**src/rtl/pc_fetch_sequencer_if.sv**
```systemverilog
// Instruction-memory fetch bus: the sequencer is the master, instruction memory the slave.
interface pc_fetch_sequencer_if;
  logic        imem_req;
  logic [31:0] imem_addr;
  logic        imem_ack;

  modport master (output imem_req, output imem_addr, input imem_ack);
  modport slave  (input imem_req, input imem_addr, output imem_ack);
endinterface

```
**src/rtl/pc_fetch_sequencer.sv**
```systemverilog
// Program-counter owner and fetch sequencer (BOOT/FETCH/DELIVER/HALTED).
// Optional return-address stack is built when PC_SEQ_RAS_EN is defined.
module pc_fetch_sequencer #(
  parameter logic [31:0] RESET_PC  = 32'h0000_0000,
  parameter int          RAS_DEPTH = 4
) (
  input  logic                 clock,
  input  logic                 reset,
  pc_fetch_sequencer_if.master imem,
  output logic                 fetch_valid,
  input  logic                 stall,
  input  logic                 redirect_valid,
  input  logic [31:0]          redirect_target,
  input  logic                 call,
  input  logic                 ret,
  input  logic                 halt,
  output logic [31:0]          pc,
  output logic                 halted,
  output logic                 ras_err
);

  typedef enum logic [1:0] {BOOT, FETCH, DELIVER, HALTED} state_t;

  state_t      state;
  logic        req_q;
  logic [31:0] pc_seq;
  logic [31:0] pc_next;
  logic [31:0] ras_top;
  logic        ret_hit;
  logic        push;
  logic        leave;

  assign pc_seq         = pc + 32'd4;
  assign leave          = (state == DELIVER) && !stall && !halt;
  assign imem.imem_req  = req_q;
  assign imem.imem_addr = pc;

`ifdef PC_SEQ_RAS_EN
  localparam int            PW       = $clog2(RAS_DEPTH);
  localparam logic [PW:0]   RAS_FULL = RAS_DEPTH[PW:0];

  logic [31:0]   ras_mem [RAS_DEPTH];
  logic [PW-1:0] ras_sp;     // next free slot; top of stack is ras_sp-1
  logic [PW:0]   ras_count;

  assign ras_top = ras_mem[ras_sp - 1'b1];
  assign ret_hit = ret && (ras_count != '0);
`else
  logic unused_cfg;

  assign ras_top    = 32'h0;
  assign ret_hit    = 1'b0;
  assign ras_err    = 1'b0;
  assign unused_cfg = &{1'b0, push, ret, leave, RAS_DEPTH > 0};
`endif

  // NOTE: every output of an always_comb gets a default first so no latch is inferred.
  always_comb begin
    pc_next = pc_seq;
    push    = 1'b0;
    if (ret_hit) begin
      pc_next = ras_top;
      push    = call;
    end else if (redirect_valid) begin
      pc_next = redirect_target & 32'hFFFF_FFFC;
      push    = call;
    end
  end

  // NOTE: sequential state uses non-blocking assignments so all flops sample pre-edge values.
  always_ff @(posedge clock or negedge reset) begin
    if (!reset) begin
      state       <= BOOT;
      pc          <= RESET_PC;
      req_q       <= 1'b0;
      fetch_valid <= 1'b0;
      halted      <= 1'b0;
    end else begin
      case (state)
        BOOT: begin
          state <= FETCH;
          req_q <= 1'b1;
        end
        FETCH: begin
          if (imem.imem_ack) begin
            state       <= DELIVER;
            req_q       <= 1'b0;
            fetch_valid <= 1'b1;
          end
        end
        DELIVER: begin
          if (!stall) begin
            fetch_valid <= 1'b0;
            if (halt) begin
              state  <= HALTED;
              halted <= 1'b1;
            end else begin
              state <= FETCH;
              pc    <= pc_next;
              req_q <= 1'b1;
            end
          end
        end
        default: ;
      endcase
    end
  end

`ifdef PC_SEQ_RAS_EN
  // call+ret on a non-empty stack replaces the top in place, so pointer and count hold.
  always_ff @(posedge clock or negedge reset) begin
    if (!reset) begin
      ras_sp    <= '0;
      ras_count <= '0;
      ras_err   <= 1'b0;
    end else begin
      ras_err <= 1'b0;
      if (leave) begin
        if (ret_hit) begin
          if (!call) begin
            ras_sp    <= ras_sp - 1'b1;
            ras_count <= ras_count - 1'b1;
          end
        end else begin
          if (ret) ras_err <= 1'b1;
          if (push) begin
            ras_sp <= ras_sp + 1'b1;
            if (ras_count == RAS_FULL) ras_err   <= 1'b1;
            else                       ras_count <= ras_count + 1'b1;
          end
        end
      end
    end
  end

  // NOTE: stack storage has no reset; ras_count alone decides which entries are valid.
  always_ff @(posedge clock) begin
    if (leave && push) begin
      if (ret_hit) ras_mem[ras_sp - 1'b1] <= pc_seq;
      else         ras_mem[ras_sp]        <= pc_seq;
    end
  end
`endif

endmodule

```
**src/flat_wrapper.sv**
```systemverilog
// flat-port wrapper written by rule: the top's interface ports become plain ports
module pc_fetch_sequencer_flat 
#(
  parameter logic [31:0] RESET_PC  = 32'h0000_0000,
  parameter int          RAS_DEPTH = 4
)
  (clock, reset, fetch_valid, stall, redirect_valid, redirect_target, call, ret, halt, pc, halted, ras_err, imem_imem_req, imem_imem_addr, imem_imem_ack);
  pc_fetch_sequencer_if imem_i ();
  input  logic clock;
  input  logic reset;
  output logic fetch_valid;
  input  logic stall;
  input  logic redirect_valid;
  input  logic [31:0] redirect_target;
  input  logic call;
  input  logic ret;
  input  logic halt;
  output logic [31:0] pc;
  output logic halted;
  output logic ras_err;
  output wire logic [$bits(imem_i.imem_req)-1:0] imem_imem_req;
  output wire logic [$bits(imem_i.imem_addr)-1:0] imem_imem_addr;
  input wire logic [$bits(imem_i.imem_ack)-1:0] imem_imem_ack;
  assign imem_imem_req = imem_i.imem_req;
  assign imem_imem_addr = imem_i.imem_addr;
  assign imem_i.imem_ack = imem_imem_ack;
  pc_fetch_sequencer #(.RESET_PC(RESET_PC), .RAS_DEPTH(RAS_DEPTH)) u_core (.clock(clock), .reset(reset), .imem(imem_i), .fetch_valid(fetch_valid), .stall(stall), .redirect_valid(redirect_valid), .redirect_target(redirect_target), .call(call), .ret(ret), .halt(halt), .pc(pc), .halted(halted), .ras_err(ras_err));
endmodule
```
**config.mk**
```make
export PLATFORM = sky130hd
export DESIGN_NAME = pc_fetch_sequencer_flat
export DESIGN_NICKNAME = d
export VERILOG_FILES = /design/src/rtl/pc_fetch_sequencer_if.sv /design/src/rtl/pc_fetch_sequencer.sv /design/src/flat_wrapper.sv
export SDC_FILE = /design/constraint.sdc
export NUM_CORES = 1
export LEC_CHECK = 0
export ABC_CLOCK_PERIOD_IN_PS = 3700
export CAP_MARGIN = 15
export CORE_MARGIN = 10
export CORE_UTILIZATION = 46
export DETAILED_ROUTE_END_ITERATION = 7
export PLACE_DENSITY = 0.89
export SLEW_MARGIN = 20
export SYNTH_ARGS = -nofsm -noshare
export SYNTH_HDL_FRONTEND = slang
export SYNTH_SLANG_ARGS = --single-unit
```
**constraint.sdc**
```tcl
create_clock -name clock -period 3.7 [get_ports clock]
set_input_delay 1.11 -clock clock [delete_from_list [all_inputs] [get_ports clock]]
set_output_delay 1.11 -clock clock [all_outputs]
set_load 0.02 [all_outputs]
```
==> metrics.csv <==
metric;value;unit
status;finished clean;
timing.hold.ws;0.490;ns
rows;26;
ant_nets;0;
synth_edf_count;0;
synth-seq-cells;35;
combPwrFrac;52.9;%
grt_max_degree;36;
worstPathRequired;3.85;ns
cts_buffer_depth;2;
cts.sink_count;35;
cts_hold_repair.buffers;0;
dr.pass1.iters;4;
async_reset_ff_share;100;%
maxSlewViolCount;0;
rsz0062_at_grt;false;
cp_max_fo;5;
nNetsFinal;409;
cap_violations;0;
crit_chain;clkdlybuf4s50_1, or3b_2, or4_1, mux2i_1, a21oi_1;
synth_cell_types;42;
worstHoldPathType;reg2reg;
routedWlPerCell;17.4;um
synthToLayoutAreaGrowth;34.2;%
powerDensity;652;nW/um2
finalCritPeriodShare;73.6;%
final_area;3330;um2
syn_area;2480;um2
drcViolationCount;0;
ir_drop;0.382;mV
drt_iter0_drc;138;
via_count;2503;
p_leak;1.29;nW
viasPerCell;5.75;
fmax;367;MHz
yosys_warnings;0;
finalClockSkew;0.00557;ns
critical_path_class;in2reg;
finalSetupTns;0;ns
slew_headroom;46.8;%
netlist_instances;307;
p_seq_share;33.5;%
cts_root_buf;clkbuf_8;
final_layout_size_suffix_gt1_share;4.38;%
setup_viol_count_final;0;
gp_congestion;0.796;
pwr-share-clk;13.5;%
critPathMaxStageDelay;0.52;ns
avgSynthCellArea;8.08;um2
synth_area_leaders;dfrtp_1 (35%), buf_4 (11%), a21oi_1 (4.8%);
cp.arrival;2.88;ns
p_switching;0.951;mW
start_util;47.9;%
io_buffers;98;
io_pins;108;
drt-total-wl;7570;um
start_kind;primary input;
synth_ff_type;dfrtp_1;
cts_buffers;5;
critical_path.slowest_cell;or4_1;
htree_levels;2;
total_power;2.17;mW
place_hpwl;5440;um
dp_slack;0.675;ns
synth_top_area_share;35.3;%
gr-usage-all-layers;17.0;%
insertion_delay;0.30;ns
grt_pass1_vias;2529;
cts_setup_buffers;0;
finalHoldViolations;0;
sw_frac_of_total;43.8;%
p_int;1.22;mW
tightest_slew;0.798;ns
fill_cells;449;
cts_tree;done;
layout_min_cycle_time;2.72;ns
coreArea;5170;um2
critPathCaptureType;flip-flop;
clkTransAtPathRegs;0.07;ns
grt_pass1_wl;12200;um
die_h;93.4;um
die_w;93.4;um
grt_overflow;0;
cts_resized;0;
die-area;8730;um2
antenna_found_initial;0;
setup_ws;0.975;ns
placed_area;3240;um2
n_antenna_cell;0;
yosysTopAreaCell;dfrtp_1;
ys_seq_area_share;35.3;%
==> registers in the layout, indices dropped and copies added, names as in the netlist <==
signal                 count
u_core.fetch_valid         1
u_core.halted              1
u_core.imem.imem_addr     30
u_core.imem.imem_req       1
u_core.state               2
==> cell usage after synthesis, types with 2 or more instances <==
library cell	n
buf_4	35
dfrtp_1	35
nand2_1	26
a21oi_1	24
o21ai_0	24
clkbuf_1	18
nor2_1	18
nor3_1	17
nand3_1	15
inv_1	11
a31oi_1	7
mux2i_1	7
o22ai_1	7
nand4_1	6
nor4_1	6
and4_1	5
and3_1	4
ha_1	4
nor3b_1	4
o21a_1	3
o22a_1	3
o2bb2ai_1	3
or3_1	3
a211oi_1	2
nor2b_1	2
o21bai_1	2
==> stage by stage <==
| step | util [%] | cells |
|---|---|---|
| after global routing | 64.3 | 435 |
| after detailed placement | 62.6 | 428 |
| final | 64.3 | 435 |
| after global placement | 62.6 | 428 |
| after floorplan | - | 311 |
| after CTS | 64.3 | 435 |
==> layout by cell type, fill, tap and decap left out, types with 2 or more instances in the layout <==
cell             instances
clkdlybuf4s50_1         96
dfrtp_1                 35
nand2_1                 26
a21oi_1                 24
o21ai_0                 24
nor2_1                  18
nor3_1                  17
nand3_1                 15
inv_1                   11
o22ai_1                  7
a31oi_1                  7
mux2i_1                  7
nand4_1                  6
nor4_1                   6
clkbuf_8                 6
and4_1                   5
conb_1                   5
and3_1                   4
ha_1                     4
nor3b_1                  3
or3_1                    3
o21a_1                   3
o22a_1                   3
o2bb2ai_1                3
buf_4                    3
o21bai_1                 2
nor2b_1                  2
a211oi_1                 2
buf_2                    2
==> worst paths after layout <==
kind,start,end,slack (ns),cells past startpoint
worst max-delay path,stall,u_core.imem.imem_addr[25]$_DFFE_PN0P_,0.98,5
worst max register to register,u_core.imem.imem_addr[3]$_DFFE_PN0P_,u_core.imem.imem_addr[28]$_DFFE_PN0P_,1.37,6
worst min-delay path,u_core.halted$_DFFE_PN0P_,u_core.halted$_DFFE_PN0P_,0.49,1
worst min register to register,u_core.halted$_DFFE_PN0P_,u_core.halted$_DFFE_PN0P_,0.49,1
max in group asynchronous,reset,u_core.imem.imem_addr[6]$_DFFE_PN0P_,2.30,1
min in group asynchronous,reset,u_core.imem.imem_addr[8]$_DFFE_PN0P_,0.89,1
==> layout make-up <==
class,instances,area [um2],area share (%)
clock inverters,1,5.00,0.150
inverters,11,41.3,1.24
repair buffers,101,993,29.9
clock buffers,6,82.6,2.48
multi-input cells,211,1240,37.3
well taps,70,87.6,2.63
flip-flops and latches,35,876,26.3
==> power groups by stage <==
stage	Sequential (mW)	Clock, mW	Combinational [mW]
2_1_floorplan	0.833	0	0.586
3_3_place_gp	0.721	0	1.13
3_5_place_dp	0.732	0	1.16
4_1_cts	0.728	0.295	1.16
5_1_grt	0.765	0.311	1.23
6_report	0.727	0.294	1.15
==> kinds of logic (layout without fill, tap and decap cells) <==
group | count (synthesis) | count (layout) | share of synthesized area [%]
AO/OA/AOI/OAI | 83 | 83 | 20.2
adder cells (fa/ha/maj) | 4 | 4 | 2.02
buffers and inverters | 65 | 119 | 15.4
flip-flops | 35 | 35 | 35.3
multiplexers | 7 | 7 | 2.83
other | 1 | 5 | 0.151
AND/OR/NAND/NOR | 112 | 112 | 24.1
==> layer usage <==
metal / track usage (%) / vias up / routed length, um / part of all wire, %
met5: 0 / - / 0 / 0
met4: 5.40 / 0 / 96 / 1.3
met3: 8.31 / 10 / 874 / 12
met2: 28.4 / 115 / 3700 / 49
met1: 18.5 / 1185 / 2900 / 38
li1: - / 1193 / - / -
==> worst max-delay path: cells and delay by family <==
kind / cells / cell delay, ns
and+or+nand+nor: 2 / 1.03
buffers and inverters: 1 / 0.50
muxes: 1 / 0.14
AOI/OAI and AO/OA: 1 / 0.08
Power figures use the tool's default switching activity.
